File: src/rtl/led_pattern_counter.sv
`default_nettype none
// ============================================================================
//  Module      : led_pattern_counter
//  Description : Prescaled LED display counter. Divides clk down to a tick
//                rate (DIV = CLK_HZ / TICK_HZ clocks per tick) and on every
//                tick advances either a binary up/down counter (shown as
//                binary or Gray code) or a single-LED "bounce" pattern.
//                Supports synchronous load and pause.
//  Revision    : 1.0  initial release
// ----------------------------------------------------------------------------
//  Parameters
//    CLK_HZ    input clock frequency in Hz
//    TICK_HZ   pattern update rate in Hz (CLK_HZ / TICK_HZ must be >= 2)
//    WIDTH     counter width in bits
//    LED_W     LED bank width (LED_W <= WIDTH)
//    BRIGHT    PWM brightness 0..15 (only when LED_PWM_EN is defined)
//  Ports
//    clk       system clock
//    rst       asynchronous reset, active-high
//    en        1 = run prescaler, 0 = pause (all state holds)
//    dir       0 = count up, 1 = count down (binary/Gray modes)
//    mode      00 binary, 01 Gray, 10 bounce, 11 hold
//    load      synchronous load strobe (works while paused)
//    load_val  value loaded into count
//    count     registered binary counter value
//    led       pattern output (combinational from registers)
//    tick      one-cycle pulse when the pattern advances
//    wrap      one-cycle pulse with tick on counter wrap / bounce reversal
//  Configuration macro
//    LED_PWM_EN  when defined, adds a free-running 4-bit PWM counter and
//                parameter BRIGHT; led is gated to BRIGHT/16 duty.
// ============================================================================
module led_pattern_counter #(
  parameter int CLK_HZ  = 100_000_000,
  parameter int TICK_HZ = 10,
  parameter int WIDTH   = 24,
  parameter int LED_W   = 8
`ifdef LED_PWM_EN
  ,
  parameter int BRIGHT  = 8
`endif
) (
  input  logic             clk,
  input  logic             rst,
  input  logic             en,
  input  logic             dir,
  input  logic [1:0]       mode,
  input  logic             load,
  input  logic [WIDTH-1:0] load_val,
  output logic [WIDTH-1:0] count,
  output logic [LED_W-1:0] led,
  output logic             tick,
  output logic             wrap
);

  // --------------------------------------------------------------------------
  // Derived constants
  // --------------------------------------------------------------------------
  localparam int c_DIV   = CLK_HZ / TICK_HZ;
  localparam int c_PRE_W = (c_DIV > 1) ? $clog2(c_DIV) : 1;
  localparam int c_POS_W = (LED_W > 1) ? $clog2(LED_W) : 1;

  localparam logic [c_PRE_W-1:0] c_PRE_MAX = c_PRE_W'(c_DIV - 1);
  localparam logic [c_POS_W-1:0] c_POS_MAX = c_POS_W'(LED_W - 1);
  localparam logic [c_POS_W-1:0] c_POS_MIN = '0;
  localparam logic [LED_W-1:0]   c_ONE     = LED_W'(1);

  localparam logic [1:0] c_MODE_BIN    = 2'b00;
  localparam logic [1:0] c_MODE_GRAY   = 2'b01;
  localparam logic [1:0] c_MODE_BOUNCE = 2'b10;
  localparam logic [1:0] c_MODE_HOLD   = 2'b11;

  // Bounce direction state
  typedef enum logic {
    BDIR_UP   = 1'b0,
    BDIR_DOWN = 1'b1
  } bdir_t;

  // --------------------------------------------------------------------------
  // Registers
  // --------------------------------------------------------------------------
  logic [c_PRE_W-1:0] r_pre;
  logic [WIDTH-1:0]   r_count;
  logic [c_POS_W-1:0] r_pos;
  bdir_t              r_bdir;
  logic               r_tick;
  logic               r_wrap;

  // --------------------------------------------------------------------------
  // Next-state helpers
  // --------------------------------------------------------------------------
  logic [WIDTH-1:0]   w_count_step;
  logic               w_count_wrap;
  logic [c_POS_W-1:0] w_pos_next;
  bdir_t              w_bdir_next;
  logic               w_bounce_wrap;
  logic [LED_W-1:0]   w_gray;
  logic [LED_W-1:0]   w_onehot;
  logic [LED_W-1:0]   w_pattern;
  logic               w_pre_last;

  assign w_pre_last = (r_pre == c_PRE_MAX);

  // Binary step and its wrap condition depend only on dir and the current count
  always_comb begin
    w_count_step = r_count;
    w_count_wrap = 1'b0;
    if (dir) begin
      w_count_step = r_count - 1'b1;
      w_count_wrap = (r_count == '0);
    end else begin
      w_count_step = r_count + 1'b1;
      w_count_wrap = &r_count;
    end
  end

  // Bounce: step pos one place in the current direction. Whenever pos lands
  // on an end the direction flips and wrap fires. The outward-facing guard
  // cases keep pos inside the bank even if the direction were ever stale.
  always_comb begin
    w_pos_next    = r_pos;
    w_bdir_next   = r_bdir;
    w_bounce_wrap = 1'b0;
    if (LED_W > 1) begin
      if (r_bdir == BDIR_UP) begin
        if (r_pos >= c_POS_MAX) begin
          w_pos_next = r_pos - 1'b1;
        end else begin
          w_pos_next = r_pos + 1'b1;
        end
      end else begin
        if (r_pos == c_POS_MIN) begin
          w_pos_next = r_pos + 1'b1;
        end else begin
          w_pos_next = r_pos - 1'b1;
        end
      end

      if (w_pos_next == c_POS_MAX) begin
        w_bdir_next   = BDIR_DOWN;
        w_bounce_wrap = 1'b1;
      end else if (w_pos_next == c_POS_MIN) begin
        w_bdir_next   = BDIR_UP;
        w_bounce_wrap = 1'b1;
      end
    end
  end

  // Gray code of the low LED_W bits: g[i] = count[i] ^ count[i+1].
  // When the LED bank spans the whole counter the top bit has no upper
  // neighbour, so it passes through unchanged.
  generate
    if (LED_W < WIDTH) begin : g_gray_part
      assign w_gray = r_count[LED_W-1:0] ^ r_count[LED_W:1];
    end else begin : g_gray_full
      assign w_gray = r_count[LED_W-1:0] ^ {1'b0, r_count[LED_W-1:1]};
    end
  endgenerate

  assign w_onehot = c_ONE << r_pos;

  // led follows mode immediately; only the advance waits for a tick
  always_comb begin
    w_pattern = r_count[LED_W-1:0];
    case (mode)
      c_MODE_BIN:    w_pattern = r_count[LED_W-1:0];
      c_MODE_GRAY:   w_pattern = w_gray;
      c_MODE_BOUNCE: w_pattern = w_onehot;
      c_MODE_HOLD:   w_pattern = r_count[LED_W-1:0];
      default:       w_pattern = r_count[LED_W-1:0];
    endcase
  end

  // --------------------------------------------------------------------------
  // Prescaler, counter and bounce state
  // Priority: rst > load > pause > prescale/advance
  // --------------------------------------------------------------------------
  always_ff @(posedge clk or posedge rst) begin
    if (rst) begin
      r_pre   <= '0;
      r_count <= '0;
      r_pos   <= '0;
      r_bdir  <= BDIR_UP;
      r_tick  <= 1'b0;
      r_wrap  <= 1'b0;
    end else if (load) begin
      // pos/bdir deliberately untouched so a bounce in progress continues
      r_count <= load_val;
      r_pre   <= '0;
      r_tick  <= 1'b0;
      r_wrap  <= 1'b0;
    end else if (!en) begin
      r_tick  <= 1'b0;
      r_wrap  <= 1'b0;
    end else if (!w_pre_last) begin
      r_pre   <= r_pre + 1'b1;
      r_tick  <= 1'b0;
      r_wrap  <= 1'b0;
    end else begin
      // Advance lands on the same edge as tick so both become visible together
      r_pre   <= '0;
      r_tick  <= 1'b1;
      case (mode)
        c_MODE_BIN, c_MODE_GRAY: begin
          r_count <= w_count_step;
          r_wrap  <= w_count_wrap;
        end
        c_MODE_BOUNCE: begin
          r_pos   <= w_pos_next;
          r_bdir  <= w_bdir_next;
          r_wrap  <= w_bounce_wrap;
        end
        default: begin
          r_wrap  <= 1'b0;
        end
      endcase
    end
  end

  // --------------------------------------------------------------------------
  // Outputs
  // --------------------------------------------------------------------------
  assign count = r_count;
  assign tick  = r_tick;
  assign wrap  = r_wrap;

`ifdef LED_PWM_EN
  // Free-running brightness PWM; runs regardless of en so LEDs stay lit
  // at the chosen duty while paused.
  localparam logic [4:0] c_BRIGHT = 5'(BRIGHT);

  logic [3:0] r_pwm;
  logic       w_pwm_on;

  always_ff @(posedge clk or posedge rst) begin
    if (rst) begin
      r_pwm <= '0;
    end else begin
      r_pwm <= r_pwm + 1'b1;
    end
  end

  assign w_pwm_on = ({1'b0, r_pwm} < c_BRIGHT);
  assign led      = w_pattern & {LED_W{w_pwm_on}};
`else
  assign led = w_pattern;
`endif

endmodule

`default_nettype wire

File: config.mk
export PLATFORM = sky130hd
export DESIGN_NAME = led_pattern_counter
export DESIGN_NICKNAME = d
export VERILOG_FILES = /design/src/rtl/led_pattern_counter.sv
export SDC_FILE = /design/constraint.sdc
export NUM_CORES = 1
export LEC_CHECK = 0
export CAP_MARGIN = 25
export CORE_MARGIN = 1.5
export CORE_UTILIZATION = 55
export DETAILED_ROUTE_END_ITERATION = 10
export PLACE_DENSITY = 0.81
export REMOVE_ABC_BUFFERS = 1
export SYNTH_ARGS = -nofsm -noshare
export SYNTH_HDL_FRONTEND = slang
export SYNTH_SLANG_ARGS = --single-unit
File: constraint.sdc
create_clock -name clk -period 3.71 [get_ports clk]
set_clock_uncertainty 0.15 [all_clocks]
set_input_delay 0.742 -clock clk [delete_from_list [all_inputs] [get_ports clk]]
set_output_delay 0.742 -clock clk [all_outputs]
set_load 0.005 [all_outputs]
==> flow_summary.json <==
{
  "status": "finished clean",
  "critPathKind": "in -> out",
  "setup_ws_ps": 84.4,
  "cts_buffers": 5,
  "hold_end": "r_pre[6]",
  "synth_seq_cells": 54,
  "crit_path_max_incr_delay_ps": 550,
  "synth_warnings": 0,
  "worstPathMaxFanout": 7,
  "cts_buffer_depth": 2,
  "power.leakage_uw": 0.00247,
  "grt_usage": 0.301,
  "power.share.clock": 0.224,
  "io_buffers": 64,
  "route.detailed.drc": 0,
  "cp.buffers_inverters": 3,
  "drv_slew": 0,
  "r2r_end": "count[23]",
  "syn_avg_cell_area_sq_um": 8.33,
  "rrSetupSlack_ps": 710,
  "gr-total-overflow": 0,
  "hold_start": "r_pre[6]",
  "critPathLaunchType": "primary input",
  "syn-instance-count": 526,
  "worst_path_max_delay_cell": "clkdlybuf4s50_1",
  "rows": 32,
  "syn_to_final_growth_pct": 27.8,
  "routed_via_density": 5.95,
  "finalSetupTns_ps": 0,
  "cts_setup_buffers": 0,
  "synth_flop_cell": "dfrtp_1",
  "final_cells": 734,
  "routed_wl_um": 12200,
  "synth_edf_count": 0,
  "cp.required_ps": 2820,
  "first_global_vias": 4258,
  "nets": 705,
  "n_fill_cell": 611,
  "p_seq_frac": 0.397,
  "core_sq_um": 7730,
  "synthArstFlopShare": 1.00,
  "r2r-start": "count[1]",
  "htreeDepth": 2,
  "grt_pass1_wl_um": 20500,
  "whs_path_depth": 2,
  "drt_first_pass_iters": 5,
  "startpoint": "mode[0]",
  "netSwitchingPower_uw": 562,
  "cts_tree": "done",
  "ys_seq_area_frac": 0.308,
  "start_util": 0.567,
  "dp_cells": 726,
  "clkTransAtPathRegs_ps": 100,
  "finalHoldViolCount": 0,
  "fin_crit_sh": 0.977,
  "antennaDiodeCount": 0,
  "power_frac_comb": 0.379,
  "die_y_um": 92.3,
  "cp_cell_sequence": "clkdlybuf4s50_1 > inv_1 > ha_1 > nor2b_2 > a22oi_1 > o21ai_0 > clkdlybuf4s50_1",
  "syn-cell-area_sq_um": 4380,
  "cts_hold_buffers": 0,
  "clockRootBuffer": "clkbuf_8",
  "grt_max_degree": 55,
  "vias": 4364,
  "dieArea_sq_um": 8510,
  "maxSlewHeadroom": 0.524,
  "maxCapViolCount": 0,
  "hold_ws_ps": 393,
  "tightest_slew_ps": 714,
  "clock_sinks": 54,
  "clkLatencyLatePin_ps": 320,
  "p_int_uw": 1100,
  "ir_worst_vdd_uv": 228,
  "crit_family": "buffers and inverters",
  "drive_gt1_frac": 0.122,
  "setup_viol": 0,
  "pre_cts_ws_ps": -214,
  "synthDistinctLibCells": 62,
  "switching_share": 0.337,
  "antenna_found_initial": 0,
  "fmax_mhz": 276,
  "gp_congestion": 0.949,
  "arrival_ps": 2730,
  "holdCritPathClass": "reg -> reg",
  "io_pins": 65,
  "power_density_nw_per_um2": 297,
  "rr_worst_depth": 10,
  "post-route-min-period_ps": 3630,
  "ant_nets": 0,
  "routedWlPerCell_um": 16.7,
  "fp.dieW_um": 92.3,
  "crit_path_frequent_cell": "clkdlybuf4s50_1",
  "hpwl_um": 9230,
  "end_kind": "output pin",
  "dr.first_iter.drc_count": 316
}
## per-stage QoR
| stage | utilization | area, sq um | power, uW |
|---|---|---|---|
| 4_1_cts | 0.722 | 5580 | 1670 |
| 3_5_place_dp | 0.709 | 5480 | 1290 |
| 5_1_grt | 0.724 | 5600 | 1760 |
| 6_report | 0.724 | 5600 | 1660 |
| 2_1_floorplan | - | 4300 | 986 |
| 3_3_place_gp | 0.709 | 5480 | 1280 |
## layout by cell type (no fill, tap or decap), types with 3 or more instances in the layout
cell type        synthesis  layout
a22oi_1                  4       4
inv_1                   21      20
and3_1                   8       8
xnor2_1                 20      20
nor4b_1                  3       3
nor2b_1                  8       7
a211oi_1                 5       5
nor3_1                   9       9
nand2_1                 50      50
nand4_1                 18      18
ha_1                    42      42
o21ai_0                 39      39
nor2_1                  48      47
a21oi_1                 40      40
buf_4                    0      54
o21a_1                   6       6
clkdlybuf4s50_1          0      63
a21o_1                  11      11
nand3_1                 15      15
dfrtp_1                 54      54
a31oi_1                  9       9
clkbuf_8                 0       6
or3_1                   12      12
o31ai_1                  4       4
nor4_1                   5       5
xor2_1                  22      22
## worst min-delay path, cell delays in order, from the launching register on
cell     delay (ps)
dfrtp_1         360
xor2_1           70
nor2_1           80
## power groups by stage
stage               clock, uW  combinational (uW)  sequential [uW]
finish                    373                 630              661
detailed placement          0                 621              670
global route              402                 694              665
CTS                       384                 625              660
global placement            0                 609              670
floorplan                   0                 328              658
## logic make-up (layout without fill, tap and decap cells)
group	after synthesis	in the layout	share of synthesized area
and+or+nand+nor	200	200	0.236
AOI/OAI and AO/OA	141	141	0.202
DFF	54	54	0.308
adders and majority gates	43	43	0.124
buffers and inverters	43	149	0.0374
xor gates and xnor gates	42	42	0.0840
muxes	3	3	0.00742
## registers in the layout, summed over array words and instances, names as in the netlist
signal,cells
count,24
r_pre,24
tick,1
r_pos,3
r_bdir,1
wrap,1
## metal layers
metal  wire [um]  track usage  up-vias
met5           0            0        -
met4         329        0.109        0
met3         700       0.0307       26
met2        5650        0.484      153
met1        5550        0.421     2063
li1            -            -     2122
## cells in the mapped netlist (2+ instances only)
cell | number | area share
a211o_1 | 2 | 0.0040
a211oi_1 | 5 | 0.0086
a21o_1 | 11 | 0.019
a21oi_1 | 40 | 0.046
a22oi_1 | 4 | 0.0069
a311oi_1 | 2 | 0.0040
a31oi_1 | 9 | 0.013
a32oi_1 | 2 | 0.0040
a41o_1 | 2 | 0.0046
and2_1 | 2 | 0.0029
and3_1 | 8 | 0.011
and4_1 | 2 | 0.0040
and4b_1 | 2 | 0.0046
buf_2 | 2 | 0.0023
clkbuf_1 | 18 | 0.015
dfrtp_1 | 54 | 0.31
ha_1 | 42 | 0.12
inv_1 | 21 | 0.018
mux2_2 | 2 | 0.0051
nand2_1 | 50 | 0.043
nand2b_1 | 2 | 0.0029
nand3_1 | 15 | 0.017
nand4_1 | 18 | 0.026
nand4b_1 | 2 | 0.0040
nor2_1 | 48 | 0.041
nor2b_1 | 8 | 0.011
nor3_1 | 9 | 0.010
nor3b_1 | 2 | 0.0034
nor4_1 | 5 | 0.0071
nor4b_1 | 3 | 0.0060
nor4bb_1 | 2 | 0.0046
o21a_1 | 6 | 0.010
o21ai_0 | 39 | 0.045
o21ai_1 | 2 | 0.0023
o21bai_1 | 2 | 0.0034
o31ai_1 | 4 | 0.0069
or2_2 | 2 | 0.0029
or3_1 | 12 | 0.017
or4_1 | 2 | 0.0034
xnor2_1 | 20 | 0.040
xor2_1 | 22 | 0.044
## cell type report
type / instances / area (sq um) / share of cell area
inverters: 23 / 86.3 / 0.0154
clock inverters: 2 / 17.5 / 0.00313
repair buffers: 118 / 1050 / 0.187
well taps: 102 / 128 / 0.0228
flip-flops and latches: 54 / 1350 / 0.241
clock buffers: 6 / 82.6 / 0.0148
multi-input cells: 429 / 2880 / 0.515
## worst max-delay path by stage
| stage | endpoint | slack, ps | cells after the start |
|---|---|---|---|
| 6_report | led[2] | 80 | 7 |
| 5_1_grt | led[2] | -0.6 | 7 |
| 4_1_cts | led[1] | 50 | 7 |
| 3_5_place_dp | count[23] | -210 | 11 |
| 3_3_place_gp | count[23] | -160 | 11 |
| 2_1_floorplan | count[21] | 630 | 9 |
## timing repair
item | in CTS | in global routing
hold endpoints to repair | 0 | 0
setup endpoints to repair | 0 | 9
resized for setup | 0 | 4
No activity file was read; power rests on OpenSTA's default activity.
